### src/rtl/bin_to_bcd_display_pkg.sv
// bin_to_bcd_display_pkg: shared FSM states and BCD digit geometry
package bin_to_bcd_display_pkg;
  localparam int BCD_DIGIT_W = 4;
  localparam int NUM_DIGITS = 4;
  typedef enum logic [1:0] {IDLE = 2'd0, SHIFT = 2'd1, DONE = 2'd2} state_t;
endpackage

### src/rtl/bin_to_bcd_display_if.sv
// bin_to_bcd_display_if: request/result bundle between a client and the converter
interface bin_to_bcd_display_if #(parameter int BIN_WIDTH = 14);
  import bin_to_bcd_display_pkg::*;
  logic [BIN_WIDTH-1:0] bin_in;
  logic start;
  logic busy;
  logic done;
  logic overflow;
  logic [BCD_DIGIT_W-1:0] displayA;
  logic [BCD_DIGIT_W-1:0] displayB;
  logic [BCD_DIGIT_W-1:0] displayC;
  logic [BCD_DIGIT_W-1:0] displayD;
  modport master (output bin_in, start, input busy, done, overflow, displayA, displayB, displayC, displayD);
  modport slave (input bin_in, start, output busy, done, overflow, displayA, displayB, displayC, displayD);
endinterface

### src/rtl/bin_to_bcd_display_bcd_add3.sv
// bcd_add3: double-dabble digit correction, adds 3 to any digit of 5 or more
module bcd_add3 (
  input  logic [3:0] digit,
  output logic [3:0] adjusted
);
  assign adjusted = digit >= 4'd5 ? digit + 4'd3 : digit;
endmodule

### src/rtl/bin_to_bcd_display.sv
// bin_to_bcd_display: sequential shift-add-3 binary to 4-digit BCD converter with saturation
module bin_to_bcd_display
  import bin_to_bcd_display_pkg::*;
#(
  parameter int BIN_WIDTH = 14,
  parameter int MAX_VALUE = 9999
) (
  input logic clk_25MHz,
  input logic reset_n,
  bin_to_bcd_display_if.slave bcd
);
  localparam int CW = $clog2(BIN_WIDTH + 1);
  localparam int SW = BCD_DIGIT_W * NUM_DIGITS;
  localparam logic [BIN_WIDTH-1:0] MAX_BIN = BIN_WIDTH'(MAX_VALUE);
  state_t state, state_nxt;
  logic [BIN_WIDTH-1:0] shift;
  logic [SW-1:0] scratch, adj, digits;
  logic [CW-1:0] cnt;
  logic ovf, busy, done, overflow;
  for (genvar i = 0; i < NUM_DIGITS; i++) begin : g_add3
    bcd_add3 u_add3 (.digit(scratch[i*BCD_DIGIT_W +: BCD_DIGIT_W]), .adjusted(adj[i*BCD_DIGIT_W +: BCD_DIGIT_W]));
  end
  always_comb begin
    state_nxt = IDLE;
    state_nxt = state == IDLE  ? (bcd.start ? SHIFT : IDLE) :
                state == SHIFT ? (cnt == CW'(BIN_WIDTH - 1) ? DONE : SHIFT) : IDLE;
  end
  // display registers only move on the DONE edge so partial results never show
  always_ff @(posedge clk_25MHz or negedge reset_n) begin
    if (!reset_n) begin
      state <= IDLE;
      shift <= '0;
      scratch <= '0;
      cnt <= '0;
      ovf <= 1'b0;
      busy <= 1'b0;
      done <= 1'b0;
      overflow <= 1'b0;
      digits <= '0;
    end else begin
      state <= state_nxt;
      done <= 1'b0;
      if (state == IDLE && bcd.start) begin
        shift <= bcd.bin_in > MAX_BIN ? MAX_BIN : bcd.bin_in;
        ovf <= bcd.bin_in > MAX_BIN;
        scratch <= '0;
        cnt <= '0;
        busy <= 1'b1;
      end
      if (state == SHIFT) begin
        scratch <= {adj[SW-2:0], shift[BIN_WIDTH-1]};
        shift <= {shift[BIN_WIDTH-2:0], 1'b0};
        cnt <= cnt + 1'b1;
      end
      if (state == DONE) begin
        digits <= scratch;
        overflow <= ovf;
        done <= 1'b1;
        busy <= 1'b0;
      end
    end
  end
  assign bcd.busy = busy;
  assign bcd.done = done;
  assign bcd.overflow = overflow;
  assign {bcd.displayA, bcd.displayB, bcd.displayC, bcd.displayD} = digits;
endmodule
### src/flat_wrapper.sv
// flat-port wrapper written by rule: the top's interface ports become plain ports
module bin_to_bcd_display_flat import bin_to_bcd_display_pkg::*;
#(
  parameter int BIN_WIDTH = 14,
  parameter int MAX_VALUE = 9999
)
  (clk_25MHz, reset_n, bcd_bin_in, bcd_start, bcd_busy, bcd_done, bcd_overflow, bcd_displayA, bcd_displayB, bcd_displayC, bcd_displayD);
  bin_to_bcd_display_if #(.BIN_WIDTH(BIN_WIDTH)) bcd_i ();
  input logic clk_25MHz;
  input logic reset_n;
  input wire logic [$bits(bcd_i.bin_in)-1:0] bcd_bin_in;
  input wire logic [$bits(bcd_i.start)-1:0] bcd_start;
  output wire logic [$bits(bcd_i.busy)-1:0] bcd_busy;
  output wire logic [$bits(bcd_i.done)-1:0] bcd_done;
  output wire logic [$bits(bcd_i.overflow)-1:0] bcd_overflow;
  output wire logic [$bits(bcd_i.displayA)-1:0] bcd_displayA;
  output wire logic [$bits(bcd_i.displayB)-1:0] bcd_displayB;
  output wire logic [$bits(bcd_i.displayC)-1:0] bcd_displayC;
  output wire logic [$bits(bcd_i.displayD)-1:0] bcd_displayD;
  assign bcd_i.bin_in = bcd_bin_in;
  assign bcd_i.start = bcd_start;
  assign bcd_busy = bcd_i.busy;
  assign bcd_done = bcd_i.done;
  assign bcd_overflow = bcd_i.overflow;
  assign bcd_displayA = bcd_i.displayA;
  assign bcd_displayB = bcd_i.displayB;
  assign bcd_displayC = bcd_i.displayC;
  assign bcd_displayD = bcd_i.displayD;
  bin_to_bcd_display #(.BIN_WIDTH(BIN_WIDTH), .MAX_VALUE(MAX_VALUE)) u_core (.clk_25MHz(clk_25MHz), .reset_n(reset_n), .bcd(bcd_i));
endmodule
### config.mk
export PLATFORM = sky130hd
export DESIGN_NAME = bin_to_bcd_display_flat
export DESIGN_NICKNAME = d
export VERILOG_FILES = /design/src/rtl/bin_to_bcd_display_pkg.sv /design/src/rtl/bin_to_bcd_display_if.sv /design/src/rtl/bin_to_bcd_display_bcd_add3.sv /design/src/rtl/bin_to_bcd_display.sv /design/src/flat_wrapper.sv
export SDC_FILE = /design/constraint.sdc
export NUM_CORES = 1
export LEC_CHECK = 0
export CAP_MARGIN = 0
export CORE_MARGIN = 10
export CORE_UTILIZATION = 54
export CTS_BUF_LIST = sky130_fd_sc_hd__clkbuf_16
export DETAILED_ROUTE_END_ITERATION = 6
export GPL_ROUTABILITY_DRIVEN = 0
export PLACE_DENSITY = 0.79
export SLEW_MARGIN = 5
export SYNTH_ARGS = -nofsm -noshare
export SYNTH_HDL_FRONTEND = slang
export SYNTH_HIERARCHICAL = 1
export SYNTH_SLANG_ARGS = --single-unit
### constraint.sdc
create_clock -name clk_25MHz -period 1.87 [get_ports clk_25MHz]
set_input_delay 0.4675 -clock clk_25MHz [delete_from_list [all_inputs] [get_ports clk_25MHz]]
set_output_delay 0.4675 -clock clk_25MHz [all_outputs]
set_load 0.01 [all_outputs]
==> qor.csv, run 1 <==
metric,value,unit
status,completed,
Final Hold Viols,0,
RSZ-0062 raised after global routing,false,
metal3 WL,296,µm
Highest Clock Rate,577,MHz
average cell area after synthesis,11.2,µm²
max incr delay on CP,490,ps
worst path cell trace,clkdlybuf4s50_1 > or3b_1 > buf_4 > nor3_1 > a21oi_1,
vias,1869,
CTS tree,built,
DRT antenna net count,0,
Final setup viols,0,
GR Util All Layers,12.6,%
Worst Path Max Fanout,8,
Placed Area,0.00313,mm²
most frequent cells in the layout,"dfrtp_1, clkdlybuf4s50_1, nand2_1",
critical path required time,2040,ps
Max clock buf depth,2,
post-synthesis cell count,237,
P_leak,1.56,nW
placed cells,338,
area grow syn2layout,23.5,%
top routing layer in use,met4,
minimum clock period,1730,ps
final std cells w/o fill,345,
WL met1,2300,µm
CP arrival,1910,ps
grt ovf,0,
largest net degree at the start of global routing,57,
# DRC,0,
ant diodes,0,
met2 routed WL,2260,µm
CTS root buf,clkbuf_16,
H-tree depth,2,
core area,0.00472,mm²
Wirelength per Cell,14.2,µm
skew final,4.09,ps
R2R setup slack,290,ps
filler cell count,357,
Sink Count,56,
Die Wd,90.0,µm
Total Nets Final,305,
fin. max-slew vios,0,
Worst VDD drop,0.814,mV
Final Cycle Share,92.7,%
clk_lat worst skew,290,ps
Netlist Area Pre-Place,0.00264,mm²
synth warn,6,
via-per-instance ratio,5.42,
CP Class,in -> reg,
final wirelength,4910,µm
TritonCTS Buffers,5,
detailed placement HPWL,3500,µm
port buffer count,35,
cell area after layout,0.00327,mm²
Cell Pwr Density,1640,mW/mm²
# Post-CTS Setup Buffers,0,
share of cells above drive strength 1,13.7,%
R2R Path Start,u_core/state[0],
first-pass GRT wire length,8690,µm
Worst Setup End Kind,flip-flop,
die area,0.00809,mm²
clk slew on worst S/H paths,70,ps
Post-CTS Hold Buffers,0,
Top Ports,36,
FF-to-FF path depth,4,
DP Worst Slack,-159,ps
Worst Tran Pin Value,371,ps
DR pass1 iterations,4,
initial antenna violation count,0,
Die Span Y,90.0,µm
slowest cell on the critical path,or3b_1,
"most common cell after layout, fill and taps aside",dfrtp_1,
vias in the first global route,1883,
CP startpoint kind,input pin,
post_cts resized,0,
drt first-iter violations,99,
max_cap viols,0,
Tightest Hold Check Type,in -> async,
final worst slack,137,ps
Mapped Nets,264,
row count,25,
Slew HR,75.2,%
Starting Density,56.0,%
r2r endpoint,u_core/shift[2],
report_power, final:
group	switching [mW]	leakage, nW	internal [mW]
clock network	0.392	0.0648	0.480
logic	1.07	0.783	1.27
registers	0.420	0.717	1.72
total	1.88	1.56	3.47
how the worst max path moves through the flow:
stage	depth (start not counted)	slack, ps	endpoint	start
after floorplan	5	430	u_core/shift[10]	bcd_start
after global placement	5	-120	u_core/shift[2]	bcd_start
after detailed placement	5	-160	u_core/shift[2]	bcd_start
after CTS	5	150	u_core/shift[12]	bcd_start
after global routing	5	60	u_core/shift[12]	bcd_start
final	5	140	u_core/shift[2]	bcd_start
worst max-delay path: cells and delay by family:
kind	cells	cell delay (ps)
buffers and inverters	2	680
AOI/OAI and AO/OA	1	90
and+or+nand+nor	2	670
registers in the layout (all words and copies together), names as in the netlist:
register / count
u_core/bcd.done: 1
u_core/cnt: 4
u_core/shift: 14
u_core/digits: 16
u_core/scratch: 16
u_core/state: 2
u_core/bcd.overflow: 1
u_core/bcd.busy: 1
u_core/ovf: 1
routing by layer:
metal / up-vias / track usage, %
li1: 928 / -
met1: 897 / 15.2
met2: 40 / 20.3
met3: 4 / 4.74
met4: 0 / 3.98
met5: - / 0
layout make-up:
cell class	instances	area, µm²	area share (%)
multi-input combinational	154	1130	34.6
timing repair buffer	45	458	14.0
sequential	56	1400	42.9
clock inverter	2	7.51	0.230
tap	67	83.8	2.57
inverter	16	60.1	1.84
clock buffer	5	125	3.83
per-stage QoR:
| step | util (%) | hold slack (ps) | total power [mW] | setup TNS, ps |
|---|---|---|---|---|
| finish | 69.1 | 170 | 5.36 | 0 |
| detailed placement | 66.3 | 461 | 4.52 | -1530 |
| floorplan | - | 172 | 3.74 | 0 |
| global placement | 66.3 | 459 | 4.42 | -1110 |
| CTS | 69.1 | 179 | 5.41 | 0 |
| global route | 69.1 | 188 | 5.80 | 0 |
Note: power is estimated with default switching activity, not from simulation.
==> inputs of run 2 (changes only) <==
--- a/config.mk
+++ b/config.mk
@@ -5,13 +5,15 @@
 export SDC_FILE = /design/constraint.sdc
 export NUM_CORES = 1
 export LEC_CHECK = 0
+export ABC_AREA = 1
 export CAP_MARGIN = 0
 export CORE_MARGIN = 10
-export CORE_UTILIZATION = 54
+export CORE_UTILIZATION = 55
 export CTS_BUF_LIST = sky130_fd_sc_hd__clkbuf_16
 export DETAILED_ROUTE_END_ITERATION = 6
 export GPL_ROUTABILITY_DRIVEN = 0
 export PLACE_DENSITY = 0.79
+export SKIP_CTS_REPAIR_TIMING = 1
 export SLEW_MARGIN = 5
 export SYNTH_ARGS = -nofsm -noshare
 export SYNTH_HDL_FRONTEND = slang
==> qor.csv, run 2 <==
metric,value,unit,change
status,completed,,
Top Registers,"u_core/digits x16, u_core/scratch x16, u_core/shift x14",,
"most common cell after layout, fill and taps aside",nand2_1,,
placed cells,445,,+32%
met2 routed WL,3010,µm,+33%
DR pass1 iterations,4,,unchanged
FF-to-FF path depth,6,,+2
CTS root buf,clkbuf_16,,
max_cap viols,0,,unchanged
Sink Count,56,,unchanged
filler cell count,423,,+18%
share of cells above drive strength 1,11.2,%,-2.4 points
CTS tree,built,,
Worst VDD drop,0.890,mV,+9.3%
DRT antenna net count,0,,unchanged
Netlist Area Pre-Place,0.00283,mm²,+6.9%
Placed Area,0.00323,mm²,+3.2%
Final Hold Viols,0,,unchanged
final wirelength,5940,µm,+21%
metal3 WL,278,µm,-6.1%
top routing layer in use,met4,,
first-pass GRT wire length,9980,µm,+15%
Worst Path Max Fanout,2,,-6
row count,26,,+4.0%
Cell Pwr Density,1710,mW/mm²,+4.5%
final std cells w/o fill,453,,+31%
RSZ-0062 raised after global routing,false,,
P_leak,1.64,nW,+4.6%
cell area after layout,0.00343,mm²,+5.0%
Final Cycle Share,90.3,%,-2.4 points
minimum clock period,1690,ps,-44.7 ps
via-per-instance ratio,5.06,,-6.6%
grt ovf,0,,unchanged
"delay-heaviest family, CP",buffers and inverters,,
slowest cell on the critical path,clkdlybuf4s50_1,,
CP startpoint kind,flip-flop,,
Worst Setup End Kind,primary output,,
H-tree depth,2,,unchanged
vias,2292,,+23%
critical path required time,1400,ps,-640 ps
worst path cell trace,clkdlybuf4s50_1,,
Setup TNS Final,0,ps,unchanged
CP arrival,1220,ps,-690 ps
Die Span Y,91.7,µm,+1.9%
Max clock buf depth,2,,unchanged
largest net degree at the start of global routing,48,,-16%
core area,0.00504,mm²,+6.8%
clk slew on worst S/H paths,80,ps,about the same
# DRC,0,,unchanged
Die Wd,91.7,µm,+1.9%
area grow syn2layout,21.3,%,
skew final,6.53,ps,+2.44 ps
most frequent cells in the layout,"nand2_1, dfrtp_1, inv_1, nor2_1, clkdlybuf4s50_1",,
R2R Path Start,u_core/state[1],,
final worst slack,182,ps,+44.7 ps
Final setup viols,0,,unchanged
ant diodes,0,,unchanged
Slew HR,64.8,%,-10 points
synth warn,6,,unchanged
Starting Density,56.1,%,+0.081 points
Worst Tran Pin Value,528,ps,+157 ps
Tightest Hold Check Type,in -> async,,
drt first-iter violations,118,,+19%
Wirelength per Cell,13.1,µm,-7.8%
clk_lat worst skew,290,ps,about the same
DP Worst Slack,0.574,ps,+160 ps
Critical Path Stages,1,,-4
average cell area after synthesis,8.12,µm²,-27%
CP Class,reg -> out,,
Mapped Nets,375,,+42%
WP buf/inv,1,,-1
fin. max-slew vios,0,,unchanged
GR Util All Layers,14.1,%,+1.5 points
vias in the first global route,2214,,+18%
max incr delay on CP,550,ps,+60 ps
Final Hold Slack,37.0,ps,-133 ps
detailed placement HPWL,4100,µm,+17%
WL met1,2600,µm,+13%
Top Ports,36,,unchanged
initial antenna violation count,0,,unchanged
Highest Clock Rate,592,MHz,+2.6%
post-synthesis cell count,348,,+47%
CP Launch Point,u_core/bcd.overflow,,
die area,0.00841,mm²,+3.8%
Total Nets Final,409,,+34%
port buffer count,35,,unchanged
TritonCTS Buffers,5,,unchanged
[run 2: per-stage QoR]
step / util [%] / power, mW
2_1_floorplan: - / 3.91
3_3_place_gp: 64.1 / 4.58
3_5_place_dp: 64.1 / 4.69
4_1_cts: 68.0 / 5.93
5_1_grt: 68.0 / 6.38
6_report: 68.0 / 5.88
[run 2: metal layers]
layer  up-vias  global-route usage (%)
li1       1155                       -
met1      1078                    16.1
met2        52                    24.9
met3         7                    4.40
met4         0                    4.05
met5         -                       0
[run 2: cell type report]
type / count / area (µm²) / area share [%]
clock inverter: 3 / 68.8 / 2.01
multi-input combinational: 238 / 1200 / 35.1
tap: 70 / 87.6 / 2.55
clock buffer: 5 / 125 / 3.65
inverter: 43 / 161 / 4.71
timing repair buffer: 38 / 380 / 11.1
sequential: 56 / 1400 / 40.9
[run 2: report_power, final]
group	total (mW)	switching [mW]	internal [mW]
sequential	2.13	0.390	1.74
clock	1.20	0.432	0.772
combinational	2.55	1.47	1.08
total	5.88	2.29	3.59
[run 2: worst paths after layout]
kind,to,slack (ps)
min in group clk_25MHz,u_core/bcd.busy,480
max,bcd_overflow,180
min,u_core/shift[2],40
min reg2reg,u_core/bcd.busy,480
max in group asynchronous,u_core/digits[6],1310
max reg2reg,u_core/shift[1],350
==> inputs of run 3 (changes only) <==
--- a/config.mk
+++ b/config.mk
@@ -12,6 +12,7 @@
 export CTS_BUF_LIST = sky130_fd_sc_hd__clkbuf_16
 export DETAILED_ROUTE_END_ITERATION = 6
 export GPL_ROUTABILITY_DRIVEN = 0
+export HOLD_SLACK_MARGIN = 0.06
 export PLACE_DENSITY = 0.79
 export SKIP_CTS_REPAIR_TIMING = 1
 export SLEW_MARGIN = 5
==> qor.csv, run 3 (same netlist as run 2, synthesis figures left out) <==
metric,value,unit,change
CTS tree,built,,
Tightest Hold Check Type,reg -> reg,,
P_leak,1.64,nW,+0.26%
Highest Clock Rate,592,MHz,about the same
Top Registers,"u_core/digits x16, u_core/scratch x16, u_core/shift x14",,
sequential share of power,36.2,%,about the same
Placed Area,0.00323,mm²,unchanged
critical path required time,1400,ps,about the same
Top Ports,36,,unchanged
Final Hold Viols,0,,unchanged
drt first-iter violations,123,,+4.2%
final wirelength,5960,µm,+0.27%
via-per-instance ratio,5.06,,about the same
Total Nets Final,410,,+0.24%
Worst Tran Pin Value,527,ps,-0.718 ps
sw frac,38.9,%,-0.040 points
first-pass GRT wire length,9980,µm,unchanged
skew final,6.91,ps,+0.380 ps
DR pass1 iterations,4,,unchanged
TritonCTS Buffers,5,,unchanged
R2R setup slack,360,ps,about the same
Final Core Density,68.2,%,+0.20 points
Cell Pwr Density,1710,mW/mm²,-0.32%
share of cells above drive strength 1,11.2,%,-0.029 points
Worst Path Max Fanout,2,,unchanged
DRT antenna net count,0,,unchanged
Setup TNS Final,0,ps,unchanged
initial antenna violation count,0,,unchanged
"delay-heaviest family, CP",buffers and inverters,,
CP startpoint kind,flip-flop,,
RSZ-0062 raised after global routing,false,,
minimum clock period,1690,ps,+1.45 ps
Comb power frac,43.3,%,about the same
slowest cell on the critical path,clkdlybuf4s50_1,,
H-tree depth,2,,unchanged
clk slew on worst S/H paths,80,ps,about the same
Final Cycle Share,90.4,%,about the same
status,completed,,
die area,0.00841,mm²,unchanged
GR Util All Layers,14.1,%,unchanged
most frequent cells in the layout,"nand2_1, dfrtp_1, inv_1, nor2_1, clkdlybuf4s50_1",,
Worst Setup End Kind,primary output,,
grt ovf,0,,unchanged
largest net degree at the start of global routing,48,,unchanged
CP arrival,1220,ps,about the same
CTS root buf,clkbuf_16,,
Final setup viols,0,,unchanged
vias in the first global route,2214,,unchanged
CP Class,reg -> out,,
clk_lat worst skew,290,ps,about the same
"most common cell after layout, fill and taps aside",nand2_1,,
ant diodes,0,,unchanged
cell area after layout,0.00344,mm²,+0.29%
Sink Count,56,,unchanged
Die Span Y,91.7,µm,unchanged
Starting Density,56.1,%,unchanged
vias,2297,,+0.22%
max incr delay on CP,550,ps,about the same
Die Wd,91.7,µm,unchanged
worst path cell trace,clkdlybuf4s50_1,,
Slew HR,64.8,%,about the same
Psw,2.29,mW,-0.14%
core area,0.00504,mm²,unchanged
# DRC,0,,unchanged
Max clock buf depth,2,,unchanged
area grow syn2layout,21.6,%,
"Power, Total",5.88,mW,about the same
row count,26,,unchanged
detailed placement HPWL,4100,µm,unchanged
Int Pwr,3.59,mW,about the same
fin. max-slew vios,0,,unchanged
max_cap viols,0,,unchanged
port buffer count,35,,unchanged
WP buf/inv,1,,unchanged
Worst VDD drop,0.892,mV,+0.18%
Wirelength per Cell,13.1,µm,about the same
Clock power frac,20.5,%,about the same
## run 3: layout make-up
type	instances	area (µm²)
Clock inverter	3	68.8
Timing Repair Buffer	39	390
Inverter	43	161
Sequential cell	56	1400
Tap cell	70	87.6
Clock buffer	5	125
Multi-Input combinational cell	238	1200
Fill cell	422	1600
## run 3: per-stage QoR
stage / worst slack, ps / instances / hold WS (ps)
global placement: 76.8 / 445 / 356
global route: 144 / 454 / 508
floorplan: 655 / 348 / 172
finish: 180 / 454 / 483
detailed placement: 0.574 / 445 / 355
CTS: 171 / 453 / 39.5
## run 3: layer usage
layer  GRT usage, %  wire length [µm]  vias to the layer above
met2           24.9              3000                       64
met5              0                 0                        -
met1           16.1              2580                     1071
met4           4.05                51                        0
li1               -                 -                     1157
met3           4.40               319                        5
## run 3: power by group through the flow
stage	registers [mW]	logic, mW	clock network [mW]
floorplan	2.13	1.78	0
global placement	2.11	2.46	0
CTS	2.12	2.58	1.23
detailed placement	2.14	2.55	0
finish	2.13	2.54	1.21
global route	2.20	2.90	1.28
## run 3: path summary, 6_finish.rpt
path,from,endpoint,cells past startpoint
max in group asynchronous,reset_n,u_core/digits[6],3
hold / removal,u_core/bcd.busy,u_core/bcd.busy,2
setup / recovery,u_core/bcd.overflow,bcd_overflow,1
min in group asynchronous,reset_n,u_core/shift[2],2
setup reg to reg,u_core/state[1],u_core/shift[1],6
hold reg to reg,u_core/bcd.busy,u_core/bcd.busy,2
## run 3: tightest hold or removal path, cell delays in order (launching register included)
cell	delay, ps
dfrtp_1	350
nand2_1	50
nand2_1	50
==> RTL change: new RTL, settings of run 1 <==
`BIN_WIDTH` is set to 14 in 3 places; all go to 7.
--- a/src/rtl/bin_to_bcd_display_if.sv
+++ b/src/rtl/bin_to_bcd_display_if.sv
@@ -1,5 +1,5 @@
 // bin_to_bcd_display_if: request/result bundle between a client and the converter
-interface bin_to_bcd_display_if #(parameter int BIN_WIDTH = 14);
+interface bin_to_bcd_display_if #(parameter int BIN_WIDTH = 7);
   import bin_to_bcd_display_pkg::*;
   logic [BIN_WIDTH-1:0] bin_in;
   logic start;
--- a/src/rtl/bin_to_bcd_display.sv
+++ b/src/rtl/bin_to_bcd_display.sv
@@ -2,7 +2,7 @@
 module bin_to_bcd_display
   import bin_to_bcd_display_pkg::*;
 #(
-  parameter int BIN_WIDTH = 14,
+  parameter int BIN_WIDTH = 7,
   parameter int MAX_VALUE = 9999
 ) (
   input logic clk_25MHz,
--- a/src/flat_wrapper.sv
+++ b/src/flat_wrapper.sv
@@ -1,7 +1,7 @@
 // flat-port wrapper written by rule: the top's interface ports become plain ports
 module bin_to_bcd_display_flat import bin_to_bcd_display_pkg::*;
 #(
-  parameter int BIN_WIDTH = 14,
+  parameter int BIN_WIDTH = 7,
   parameter int MAX_VALUE = 9999
 )
   (clk_25MHz, reset_n, bcd_bin_in, bcd_start, bcd_busy, bcd_done, bcd_overflow, bcd_displayA, bcd_displayB, bcd_displayC, bcd_displayD);
Interface: changed (resized bcd_bin_in); port bits go from 36 to 29. No check against the original RTL was run, so the function may have changed too.
==> RTL change against run 1 <==
Power fell by 14%; count of clock-buffer cells in the layout did not move; critical path depth fell by 4; combinational power fell by 17%; routed wire length fell by 16%; sequential cell count fell by 8; largest cell class unchanged; clock skew rose by 0.0011 ns; first-iteration DRC count fell by 38%; core utilization fell by 0.91 points; via count fell by 21%; setup slack improved by 0.079 ns; final area fell by 16%; area after synthesis fell by 14%; cell count fell by 20%.
==> RTL change: results (changes against run 1) <==
Finish
  – Biggest regs: u_core/digits x16, u_core/scratch x16, u_core/shift x7 (was u_core/digits x16, u_core/scratch x16, u_core/shift x14)
  – Post-route non-filler standard cell count: 275 (was 345)
  – Number of nets in the layout: 244 (was 305)
  – Share of cells above drive strength 1: 16.0% (was 13.7%)

Setup path
  – Slowest CP cell: clkdlybuf4s50_1 (was or3b_1)
  – R2R Path End: u_core/scratch[10]$_DFFE_PN0P_ (was u_core/shift[2]$_DFFE_PN0P_)
  – Worst Setup Start Kind: flop (was input port)
  – CP max FO: 2 (was 8)
  – CP endpoint: bcd_displayB[0] (was u_core/shift[2]$_DFFE_PN0P_)
  – Setup slack, reg-to-reg: 0.35 ns (was 0.29 ns)
  – FF-to-FF Start: u_core/scratch[8]$_DFFE_PN0P_ (was u_core/state[0]$_DFF_PN0_)
  – Crit path launch: u_core/digits[8]$_DFFE_PN0P_ (was bcd_start)
  – CP max stage delay: 0.54 ns (was 0.49 ns)
  – Path depth of the worst reg2reg path: 5 (was 4)

Min path
  – Hold Crit Class: input port to async pin (unchanged)

Global route
  – M3 GR Usage: 4.68% (was 4.74%)
  – GRT Total Usage: 12.0% (was 12.6%)
  – Met1 Track Usage GR: 13.6% (was 15.2%)
  – Vias in the first global route: 1566 (was 1883)
  – Largest net degree at the start of global routing: 49 (was 57)
  – Global-route wire length before repair: 7.16 mm (was 8.69 mm)

Synth
  – Syn Area/Cell: 11.8 sq um (was 11.2 sq um)
  – Post-synth net total: 212 (was 264)

Placement
  – Placed insts: 267 (was 338)
  – Port buffer count: 28 (was 35)
  – HPWL after DPL: 2.87 mm (was 3.50 mm)
  – Area after DPL: 2610 sq um (was 3130 sq um)

Routing
  – DR pass1 iterations: 4 (unchanged)
  – WL final: 4.12 mm (was 4.91 mm)
  – DR vias/cell: 5.38 (was 5.42)
  – Met2 routed WL: 2.05 mm (was 2.26 mm)
  – Routed length on met3: 234 um (was 296 um)
  – Wl on met1: 1.77 mm (was 2.30 mm)
  – Drt initial violations: 61 (was 99)

Timing
  – Clock skew: 0.00521 ns (was 0.00409 ns)
  – Slew @ Worst Pin: 0.439 ns (was 0.371 ns)

Clocking
  – Setup repair bufs after CTS: 0 (unchanged)
  – Total clock sinks: 48 (was 56)

Power
  – Static leakage: 1.35 nW (was 1.56 nW)
  – P_comb: 1.94 mW (was 2.34 mW)
  – VDD IR max: 0.941 mV (was 0.814 mV)
  – Net Switching: 1.58 mW (was 1.88 mW)
  – Seq. pwr: 1.85 mW (was 2.14 mW)

Outcome
  – Status: finished clean (unchanged)
## RTL change: through the flow
| stage | util (%) | setup slack (ns) | total power, mW | hold slack (ns) |
|---|---|---|---|---|
| 3_5_place_dp | 64.8 | 0.0978 | 3.82 | 0.469 |
| 6_report | 68.2 | 0.216 | 4.62 | 0.154 |
| 4_1_cts | 68.2 | 0.198 | 4.69 | 0.163 |
| 5_1_grt | 68.2 | 0.174 | 4.96 | 0.184 |
| 3_3_place_gp | 64.8 | 0.137 | 3.70 | 0.460 |
| 2_1_floorplan | - | 0.537 | 3.17 | 0.172 |
## RTL change: layout make-up
cell class / instances / area [sq um]
inverter: 12 / 45.0
clock buffer: 5 / 125
multi-input combinational: 124 / 963
timing repair buffer: 33 / 338
fill: 325 / 1280
tap: 50 / 62.6
clock inverter: 3 / 13.8
sequential: 48 / 1200
## RTL change: worst register-to-register path, stage by stage, from the launching register on
cell and delay (ns):
dfrtp_1 0.46, ha_1 0.22, nand2b_1 0.17, a21oi_2 0.22
mux2i_1 0.24, a22o_1 0.15
